$ cat src/rtl/serial_addsub_pkg.sv
// Shared definitions for the digit-serial adder/subtractor: mode encoding,
// FSM states and the slice-counter width helper.
package serial_addsub_pkg;

  localparam logic MODE_ADD = 1'b0;
  localparam logic MODE_SUB = 1'b1;

  typedef enum logic {
    IDLE = 1'b0,
    RUN  = 1'b1
  } state_t;

  // Counter width for n slice steps; never narrower than one bit.
  function automatic int cnt_width(input int n);
    if (n <= 1) begin
      return 1;
    end else begin
      return $clog2(n);
    end
  endfunction

endpackage

$ cat src/rtl/full_adder.sv
// One-bit full adder cell.
module full_adder (
  input  logic x,
  input  logic y,
  input  logic ci,
  output logic sum,
  output logic co
);

  assign sum = x ^ y ^ ci;
  assign co  = (x & y) | (x & ci) | (y & ci);

endmodule

$ cat src/rtl/serial_addsub_slice.sv
// DIGIT-bit ripple adder slice built from full_adder cells; also exposes the
// carry into its top bit so the caller can derive signed overflow.
module addsub_slice #(
  parameter int DIGIT = 4
) (
  input  logic [DIGIT-1:0] x,
  input  logic [DIGIT-1:0] y,
  input  logic             ci,
  output logic [DIGIT-1:0] sum,
  output logic             co,
  output logic             c_msb
);

  logic [DIGIT:0] c;

  assign c[0] = ci;

  for (genvar i = 0; i < DIGIT; i++) begin : g_bit
    full_adder u_fa (
      .x  (x[i]),
      .y  (y[i]),
      .ci (c[i]),
      .sum(sum[i]),
      .co (c[i+1])
    );
  end

  assign co    = c[DIGIT];
  assign c_msb = c[DIGIT-1];

endmodule

$ cat src/rtl/serial_addsub.sv
// Digit-serial two's-complement adder/subtractor: one DIGIT-bit slice per clock,
// start/done handshake, registered result and flags.
module serial_addsub
  import serial_addsub_pkg::*;
#(
  parameter int WIDTH = 16,
  parameter int DIGIT = 4
) (
  input  logic             clk,
  input  logic             rst_n,
  input  logic             start,
  input  logic             m,
  input  logic [WIDTH-1:0] a,
  input  logic [WIDTH-1:0] b,
  output logic [WIDTH-1:0] s,
  output logic             cout,
  output logic             ovf,
  output logic             zero,
  output logic             neg,
  output logic             busy,
  output logic             done
);

  localparam int N  = WIDTH / DIGIT;
  localparam int CW = cnt_width(N);

  state_t           state_r;
  logic [CW-1:0]    cnt_r;
  logic [WIDTH-1:0] a_r;
  logic [WIDTH-1:0] b_r;
  logic [WIDTH-1:0] res_r;
  logic             carry_r;

  logic [DIGIT-1:0] sum_s;
  logic             co_s;
  logic             c_msb_s;
  logic [WIDTH-1:0] res_next_s;
  logic             last_s;

  addsub_slice #(.DIGIT(DIGIT)) u_slice (
    .x    (a_r[DIGIT-1:0]),
    .y    (b_r[DIGIT-1:0]),
    .ci   (carry_r),
    .sum  (sum_s),
    .co   (co_s),
    .c_msb(c_msb_s)
  );

  // New slice enters at the top, so after N steps the LSB slice has reached bit 0.
  assign res_next_s = (res_r >> DIGIT) | (WIDTH'(sum_s) << (WIDTH - DIGIT));
  assign last_s     = (cnt_r == CW'(N - 1));

  // Handshake FSM, operand/result shifting and flag registers.
  always_ff @(posedge clk) begin
    if (!rst_n) begin
      state_r <= IDLE;
      cnt_r   <= '0;
      a_r     <= '0;
      b_r     <= '0;
      res_r   <= '0;
      carry_r <= 1'b0;
      s       <= '0;
      cout    <= 1'b0;
      ovf     <= 1'b0;
      zero    <= 1'b0;
      neg     <= 1'b0;
      busy    <= 1'b0;
      done    <= 1'b0;
    end else begin
      done <= 1'b0;
      case (state_r)
        IDLE: begin
          if (start) begin
            a_r     <= a;
            b_r     <= b ^ {WIDTH{m == MODE_SUB}};
            carry_r <= (m == MODE_SUB);
            cnt_r   <= '0;
            busy    <= 1'b1;
            state_r <= RUN;
          end else begin
            state_r <= IDLE;
          end
        end
        RUN: begin
          a_r     <= a_r >> DIGIT;
          b_r     <= b_r >> DIGIT;
          res_r   <= res_next_s;
          carry_r <= co_s;
          if (last_s) begin
            s       <= res_next_s;
            cout    <= co_s;
            ovf     <= c_msb_s ^ co_s;
            zero    <= (res_next_s == '0);
            neg     <= res_next_s[WIDTH-1];
            done    <= 1'b1;
            busy    <= 1'b0;
            cnt_r   <= '0;
            state_r <= IDLE;
          end else begin
            cnt_r   <= cnt_r + CW'(1);
            state_r <= RUN;
          end
        end
        default: begin
          state_r <= IDLE;
          busy    <= 1'b0;
          cnt_r   <= '0;
        end
      endcase
    end
  end

endmodule

$ cat config.mk
export PLATFORM = sky130hd
export DESIGN_NAME = serial_addsub
export DESIGN_NICKNAME = d
export VERILOG_FILES = /design/src/rtl/serial_addsub_pkg.sv /design/src/rtl/full_adder.sv /design/src/rtl/serial_addsub_slice.sv /design/src/rtl/serial_addsub.sv
export SDC_FILE = /design/constraint.sdc
export NUM_CORES = 1
export LEC_CHECK = 0
export CAP_MARGIN = 25
export CORE_UTILIZATION = 35
export CTS_CLUSTER_DIAMETER = 100
export DETAILED_ROUTE_END_ITERATION = 8
export PLACE_DENSITY = 0.71
export SLEW_MARGIN = 20
export SYNTH_ARGS = -nofsm -noshare
export SYNTH_HDL_FRONTEND = slang
export SYNTH_SLANG_ARGS = --single-unit
$ cat constraint.sdc
create_clock -name clk -period 2.2 [get_ports clk]
set_clock_uncertainty 0.2 [all_clocks]
set_input_delay 0.33 -clock clk [delete_from_list [all_inputs] [get_ports clk]]
set_output_delay 0.33 -clock clk [all_outputs]
set_load 0.01 [all_outputs]
# --- Word level (Yosys, flattened, before mapping) ---
# Index checks and enable logic that the tools add are counted.
totals:
  reg_bits: 74
  in_bits: 36
  out_inout_bits: 22
  word_cells: 69
op_classes:
  n_addsub: 1
  n_eq_ne: 3
  muxes: 16
  bitwise_logic: 32
  n_reduce_logical: 4
op_table:
  columns: ["operator", "count"]
  rows:
  - ["$pmux 16 s2", 2]
  - ["$mux 16", 2]
  - ["$logic_not 16->1", 1]
  - ["$or 12x16->16", 1]
  - ["$xor 16x16->16", 1]
  - ["$and 1x1->1", 12]
  - ["$xor 1x1->1", 9]
  - ["$or 1x1->1", 8]
  - ["$mux 1", 6]
  - ["$pmux 1 s2", 3]
  - ["$reduce_and 2->1", 3]
  - ["$mux 2", 2]
  - ["$pmux 2 s2", 1]
  - ["$add 2x1->2 const B", 1]
  - ["$eq 2x2->1 const B", 1]
  - ["$ne 2x1->1 const B", 1]
  - ["$ne 2x2->1 const B", 1]
  - ["$not 1->1", 1]

# --- Longest topological paths before layout ---
# Gate-level depths: netlist (run 1).
logic_depth:
  ltp_word: 13
  mapped_depth: 9
  mapped_depth_nobuf: 9

# --- Cells and area by module ---
# A second synthesis (run 1) with hierarchy kept.
unflattened:
  hier_cells: 282
  hier_area_um2: 2950.3
modules_own_cells:
  columns: ["module", "n_inst", "cells_per_inst", "area_each_um2", "seq_area_each_um2"]
  rows:
  - ["serial_addsub", 1, 278, 2870.3, 1381.3]
  - ["full_adder", 4, 1, 20.0, 0.0]

# --- Worst setup path before layout (run 1) ---
# Ideal clock, no wire load.
synth_path:
  path_kind: "register to register"
  start: "register carry_r"
  end: "register zero"
  setup_time_ns: 0.121
  arrival_ns: 2.113
  required_ns: 1.879
  setup_slack_ns: -0.234
  path_stages_with_launch: 10
  n_path_buf: 0
  synth_period_minus_slack_ns: 2.434
  cell_sequence: "dfxtp_1 > inv_1 > fa_1 > inv_1 > fa_1 > fa_1 > inv_1 > fa_1 > nand4_1 > o31ai_1"
synth_between:
  elab_chain_cells: 12
  word_cells_on_any_way: 18
  classes_between: "bitwise (17); reduce/logical (1)"
synth_rtl:
  columns: ["item", "line", "source"]
  rows:
  - ["start: declaration", "serial_addsub.sv:32", "logic carry_r;"]
  - ["start signal: assignment", "serial_addsub.sv:76", "carry_r <= (m == MODE_SUB);"]
  - ["start signal: assignment", "serial_addsub.sv:88", "carry_r <= co_s;"]
  - ["$and 1x1->1", "full_adder.sv:11", "assign co = (x & y) | (x & ci) | (y & ci);"]
  - ["$or 1x1->1 (2 in series)", "full_adder.sv:11", null]
  - ["$and 1x1->1", "full_adder.sv:11", null]
  - ["$or 1x1->1 (2 in series)", "full_adder.sv:11", null]
  - ["$and 1x1->1", "full_adder.sv:11", null]
  - ["$or 1x1->1 (2 in series)", "full_adder.sv:11", null]
  - ["$xor 1x1->1", "full_adder.sv:10", "assign sum = x ^ y ^ ci;"]
  - ["$or 12x16->16 *", "serial_addsub.sv:50", "assign res_next_s = (res_r >> DIGIT) | (WIDTH'(sum_s) << (WIDTH - DIGIT));"]
  - ["$logic_not 16->1 *", "serial_addsub.sv:93", "zero <= (res_next_s == '0);"]
  - ["end signal: assignment", "serial_addsub.sv:93", null]
  - ["end: declaration", "serial_addsub.sv:18", "output logic zero,"]
# Mark *: on every way between the ends. The rest lies on a longest branch, timed or not.
# A chain may end at the register's enable or synchronous reset.

# --- Final worst setup path (run 1) ---
# Ends and elaborated chain as after synthesis.

==> results of run 1 <==
[what timing repair did]
action	CTS	global route
gates resized for setup	3	1
endpoints found under the hold margin	0	0
endpoints found under the setup margin	4	5
setup buffers	1	1
hold buffers	0	0
[final cells by class]
class,count,area share
Multi-Input combinational cell,193,0.3710
Sequential cell,69,0.3634
Timing Repair Buffer,68,0.1766
Clock buffer,14,0.04531
Tap cell,105,0.03447
Inverter,8,0.007879
Clock inverter,1,0.001313
[state kept, by name (all words and copies together), names as in the netlist]
| register | count |
|---|---|
| neg | 1 |
| busy | 1 |
| cout | 1 |
| b_r | 16 |
| zero | 1 |
| done | 1 |
| res_r | 12 |
| carry_r | 1 |
| ovf | 1 |
| cnt_r | 2 |
| s | 15 |
| a_r | 16 |
| state_r | 1 |
[logic make-up (layout without fill, tap and decap cells)]
group                      Yosys count  in the layout  synth area share
AOI/OAI and AO/OA                   56             56            0.1292
DFF                                 69             69            0.4558
buffers and inverters               32             91           0.08010
xor gates and xnor gates            17             17           0.04913
adders and majority gates            5              5           0.03055
and+or+nand+nor                     77             77            0.1296
muxes                               38             38            0.1255
[synthesized netlist by cell type, drive strengths merged]
cell and count:
a211oi 4, a21boi 1, a21oi 2, a22o 14, and2 12, buf 21, clkbuf 3, dfxtp 69
fa 4, ha 1, inv 8, mux2i 38, nand2 22, nand2b 1, nand3 13, nand4 1
nor2 10, nor2b 13, nor3b 2, nor4 3, o211a 3, o21a 2, o21ai 29, o31ai 1
xnor2 4, xor2 13
[worst max-delay path, cell delays in order (launching register included)]
cell and delay (ns):
dfxtp_2 0.32, inv_2 0.04, fa_2 0.38, inv_2 0.06, fa_2 0.19, fa_2 0.21
inv_2 0.04, fa_1 0.51, nand4_1 0.09, o31ai_1 0.19
[metal layers]
metal	track usage	share of wire	wire length (um)
met5	0	0	0
met4	0.04167	0.011	62
met3	0.05582	0.053	303
met2	0.2308	0.46	2615
met1	0.1801	0.48	2746
[path summary, 6_finish.rpt]
kind	from	to	slack [ns]	depth (start not counted)
worst max-delay path	carry_r$_SDFFE_PN0P_	zero$_SDFFE_PN0P_	-0.12	9
worst min-delay path	ovf$_SDFFE_PN0P_	ovf$_SDFFE_PN0P_	0.25	2
worst max register to register	carry_r$_SDFFE_PN0P_	zero$_SDFFE_PN0P_	-0.12	9
worst min register to register	ovf$_SDFFE_PN0P_	ovf$_SDFFE_PN0P_	0.25	2
[power by group]
group | total (W) | leakage, nW | internal, W | switching (W)
Combinational | 0.000335 | 0.847 | 0.000182 | 0.000152
Sequential | 0.00135 | 0.563 | 0.00131 | 0.0000423
Clock | 0.000924 | 0.0926 | 0.000495 | 0.000430
[stage by stage]
step	cell area, sq um	setup slack, ns	hold WS, ns	TNS (ns)
CTS	3804	-0.1267	0.2495	-0.2565
finish	3811	-0.1165	0.2487	-0.2228
global placement	3616	-0.05668	0.2413	-0.08490
global route	3811	-0.2234	0.2807	-0.6148
detailed placement	3616	-0.1128	0.2418	-0.1963
floorplan	3038	-0.01980	0.2524	-0.01980
==> impl_metrics.csv, run 1 <==
group,metric,value,unit
final_layout,mostFrequentLayoutCells,"dfxtp_1, clkdlybuf4s50_1, mux2i_1",
outcome,status,"finished, violations left",
synthesis,synth_top_area_cell,"dfxtp_1",
final_layout,final_nets,390,
grt,grt_use_total,0.1443,
timing,max_freq,0.4317,GHz
drt,drt.antenna.violating_nets,0,
synthesis,synth-seq-cells,69,
synthesis,netlist_area,0.003030,sq mm
grt,grt_pass1_vias,2100,
clock_tree,cts_tree,"built",
pwr,p_total,0.002607,W
drt,wl,5.728,mm
clock_tree,cts_root_buf,"clkbuf_8",
floorplanning,die_x,95.05,um
clock_tree,clock-sinks,69,
final_layout,syn2layout_area_growth,25.76,%
grt,antenna_found_initial,0,
final_layout,final_common_cell,"dfxtp_1",
place,placed_cells,441,
place,io_buffers,57,
grt,grt_max_degree,41,
setup_path,arrival,2.37,ns
clock_tree,path_clk_slew,0.06,ns
drt,first_pass_iters,4,
timing,tightest_slew,0.5481,ns
hold_path,hold_class,"flop to flop",
timing,drv_slew,0,
synthesis,syn_nets,335,
floorplanning,io_pins,58,
floorplanning,dieHeight,95.05,um
final_layout,fillers,810,
place,hpwlAfterDp,4.047,mm
synthesis,synthTopCellsByArea,"dfxtp_1, mux2i_1, a22o_1",
synthesis,yosysWarnings,0,
clock_tree,cts_max_level,3,
timing,setup_viol_count_final,4,
drt,drcViolationCount,0,
final_layout,final_cells,458,
timing,rsz0062_at_grt,"true",
setup_path,start_kind,"flop",
floorplanning,start_util,0.3651,
drt,num_vias,2150,
flow_run,drv_cap,0,
pwr,p_leak,1.503,nW
final_layout,multi_input_area,0.001414,sq mm
floorplanning,coreArea,0.008299,sq mm
floorplanning,num_rows,33,
final_layout,diodes,0,
clock_tree,clk_path_buf_depth,2,
setup_path,cp-end-kind,"flop",
timing,layout_setup_ws,-0.1165,ns
pwr,peakVddDrop,0.3811,mV
setup_path,cp_data_required_time,2.26,ns
place,routabilityCongestion,0.8276,
grt,grt_first_pass_wirelength,9.846,mm
clock_tree,clk_latency,0.34,ns
timing,slew_headroom,0.6346,
clock_tree,numCtsBuffers,9,
drt,drt_iter0_drc,43,
timing,min_period_over_period,1.053,
drt,routedWlPerCell,12.51,um
pwr,p_per_area,684.0,mW/mm^2
floorplanning,dieArea,0.009035,sq mm
grt,overflow,0,
synthesis,ys_seq_area_frac,0.4558,
setup_path,critPathMaxFanout,3,
final_layout,drive_above_1_share,0.1218,
synthesis,synth_cell_types,34,
setup_path,crit_type,"flop to flop",
timing,finalHoldViolCount,0,
drt,via_per_inst,4.694,
synthesis,synthCells,294,
synthesis,yosys.area.top_type_share,0.4558,
timing,post-route-min-period,2.316,ns
final_layout,regArea,0.001385,sq mm
final_layout,fin_util,0.4592,
outcome,violations,"setup timing",
synthesis,synth.avg_cell_area,10.31,sq um
Power figures use the tool's default switching activity.
==> inputs of run 2 (changes only) <==
--- a/config.mk
+++ b/config.mk
@@ -6,10 +6,12 @@
 export NUM_CORES = 1
 export LEC_CHECK = 0
 export CAP_MARGIN = 25
+export CELL_PAD_IN_SITES_DETAIL_PLACEMENT = 1
+export CELL_PAD_IN_SITES_GLOBAL_PLACEMENT = 1
 export CORE_UTILIZATION = 35
 export CTS_CLUSTER_DIAMETER = 100
 export DETAILED_ROUTE_END_ITERATION = 8
-export PLACE_DENSITY = 0.71
+export PLACE_DENSITY = 0.85
 export SLEW_MARGIN = 20
 export SYNTH_ARGS = -nofsm -noshare
 export SYNTH_HDL_FRONTEND = slang
==> run 2 against run 1 <==
  * The run still ends with setup timing left
  * Combinational power increased by 4%
  * Sequential cell count unchanged
  * Largest cell class unchanged
  * Register-to-register slack got worse by 0.09 ns
  * Non-clock buffer count increased by 2
  * Global-route usage increased by 2.2 points
  * Critical endpoint unchanged
  * Via count increased by 4.3%
  * Core utilization increased by 0.68 points
  * Sequential power about the same
  * Largest power group unchanged
==> impl_metrics.csv, run 2 (synthesized netlist as in run 1, its figures left out) <==
group,metric,value,unit
clock_tree,cts_max_level,3,
floorplanning,coreArea,0.008299,sq mm
drt,drt_iter0_drc,35,
drt,drt.antenna.violating_nets,0,
final_layout,final_nets,392,
clock_tree,clk_latency,0.36,ns
timing,max_freq,0.4151,GHz
setup_path,rr_worst_depth,9,
setup_path,crit_cells,9,
outcome,violations,"setup timing",
clock_tree,path_clk_slew,0.08,ns
timing,finalHoldViolCount,0,
grt,grt_first_pass_wirelength,11.15,mm
pwr,pwr-share-clk,0.401,
setup_path,critical-path-slowest-cell,"fa_1",
final_layout,fillers,935,
clock_tree,hold_buffers,0,
pwr,p_leak,1.531,nW
final_layout,regArea,0.001385,sq mm
grt,grt_max_degree,43,
clock_tree,clk_path_buf_depth,2,
final_layout,mostFrequentLayoutCells,"dfxtp_1, clkdlybuf4s50_1, mux2i_1",
final_layout,diodes,0,
grt,grt_use_total,0.1658,
final_layout,final_cells,461,
setup_path,cp-end-kind,"flop",
pwr,p_switching,0.0007094,W
clock_tree,cts_root_buf,"clkbuf_8",
final_layout,largest_registers,"a_r: 16 flops, b_r: 16 flops, s: 15 flops",
setup_path,crit_type,"flop to flop",
setup_path,critical_path.top_delay_family,"adder cells",
place,routabilityCongestion,0.7607,
timing,rsz0062_at_grt,"true",
drt,first_pass_iters,3,
pwr,power.share.sequential,0.476,
floorplanning,start_util,0.3651,
timing,setup_viol_count_final,4,
hold_path,hp-start,"s[12]$_SDFFE_PN0P_",
pwr,p_total,0.002835,W
place,io_buffers,57,
floorplanning,io_pins,58,
clock_tree,clock-sinks,69,
floorplanning,die_x,95.05,um
timing,drv_slew,0,
final_layout,drive_above_1_share,0.1320,
floorplanning,dieArea,0.009035,sq mm
timing,slew_headroom,0.7568,
timing,tightest_slew,0.3648,ns
final_layout,final_common_cell,"dfxtp_1",
drt,num_vias,2242,
pwr,peakVddDrop,0.2656,mV
flow_run,drv_cap,0,
final_layout,multi_input_area,0.001419,sq mm
timing,layout_setup_ws,-0.2091,ns
place,hpwlAfterDp,4.861,mm
pwr,power_frac_comb,0.123,
outcome,status,"finished, violations left",
pwr,cellInternalPower,0.002125,W
drt,routedWlPerCell,14.92,um
setup_path,reg2reg_from,"b_r[0]$_SDFFE_PN0P_",
setup_path,cp_data_required_time,2.26,ns
hold_path,hold_depth,2,
timing,post-route-min-period,2.409,ns
setup_path,arrival,2.47,ns
final_layout,syn2layout_area_growth,27.62,%
clock_tree,numCtsBuffers,9,
timing,min_period_over_period,1.095,
hold_path,hold_class,"flop to flop",
setup_path,max_stage_delay,0.52,ns
setup_path,reg2reg_slack,-0.21,ns
setup_path,path_buf_inv,3,
setup_path,cp_cell_sequence,"inv_2, fa_2, inv_2, fa_2, fa_2, inv_2, fa_1, nand4_1, o31ai_2",
setup_path,start_kind,"flop",
place,placed_cells,443,
floorplanning,num_rows,33,
pwr,p_per_area,733.0,mW/mm^2
hold_path,hold_path_end,"s[12]$_SDFFE_PN0P_",
grt,grt_pass1_vias,2342,
place,dp_slack,-0.2249,ns
clock_tree,cts_tree,"built",
drt,via_per_inst,4.863,
floorplanning,dieHeight,95.05,um
pwr,swShare,0.2503,
setup_path,reg2reg_to,"zero$_SDFFE_PN0P_",
grt,antenna_found_initial,0,
grt,overflow,0,
drt,drcViolationCount,0,
setup_path,critPathMaxFanout,3,
drt,wl,6.876,mm
## run 2: cell count changes in the layout (fill, tap and decap cells not counted), sizes merged
cell | before | now
buf | 12 | 14
bufinv | 0 | 2
clkbuf | 14 | 10
clkinv | 1 | 2
clkinvlp | 0 | 1
inv | 8 | 9
## run 2: timing repair
| item | CTS | global route |
|---|---|---|
| hold endpoints to repair | 0 | 0 |
| cloned | 0 | 0 |
| gates resized for setup | 4 | 0 |
| setup endpoints to repair | 4 | 5 |
| buffers inserted | 1 | 1 |
## run 2: worst min-delay path, cell delays in order (launching register included)
cell and delay, ns:
dfxtp_1 0.31, nand2_1 0.05, o21ai_1 0.05
## run 2: final cells by class
| cell class | instances | share of cell area |
|---|---|---|
| Clock inverter | 6 | 0.02232 |
| Inverter | 8 | 0.007764 |
| Tap cell | 105 | 0.03397 |
| Clock buffer | 10 | 0.03300 |
| Multi-Input combinational cell | 193 | 0.3669 |
| Timing Repair Buffer | 70 | 0.1779 |
| Sequential cell | 69 | 0.3581 |
## run 2: how the worst max path moves through the flow
stage               slack, ns                 to                  from
floorplan               -0.02  zero$_SDFFE_PN0P_  carry_r$_SDFFE_PN0P_
global placement        -0.06  zero$_SDFFE_PN0P_  carry_r$_SDFFE_PN0P_
detailed placement      -0.22  zero$_SDFFE_PN0P_   b_r[0]$_SDFFE_PN0P_
CTS                     -0.21  zero$_SDFFE_PN0P_   b_r[0]$_SDFFE_PN0P_
global route            -0.32  zero$_SDFFE_PN0P_  carry_r$_SDFFE_PN0P_
finish                  -0.21  zero$_SDFFE_PN0P_   b_r[0]$_SDFFE_PN0P_
## run 2: power groups by stage
stage               combinational, W  sequential (W)  clock, W
global placement            0.000330         0.00137         0
finish                      0.000348         0.00135   0.00114
CTS                         0.000352         0.00135   0.00116
detailed placement          0.000347         0.00138         0
global route                0.000380         0.00136   0.00122
floorplan                   0.000243         0.00136         0
## run 2: through the flow
| stage | TNS (ns) | util | area (sq um) | hold slack (ns) |
|---|---|---|---|---|
| 2_1_floorplan | -0.01980 | - | 3038 | 0.2524 |
| 3_3_place_gp | -0.08514 | 0.4375 | 3631 | 0.2427 |
| 3_5_place_dp | -0.4196 | 0.4375 | 3631 | 0.2545 |
| 4_1_cts | -0.4153 | 0.4651 | 3860 | 0.2667 |
| 5_1_grt | -0.8077 | 0.4660 | 3867 | 0.2877 |
| 6_report | -0.4501 | 0.4660 | 3867 | 0.2603 |
## run 2: routing by layer
layer	part of all wire	wire length [um]	global-route usage	vias to the layer above
met3	0.042	288	0.05423	12
met2	0.49	3400	0.2842	58
met4	0.018	127	0.07323	0
li1	-	-	-	1114
met1	0.44	3059	0.1873	1058
met5	0	0	0	-
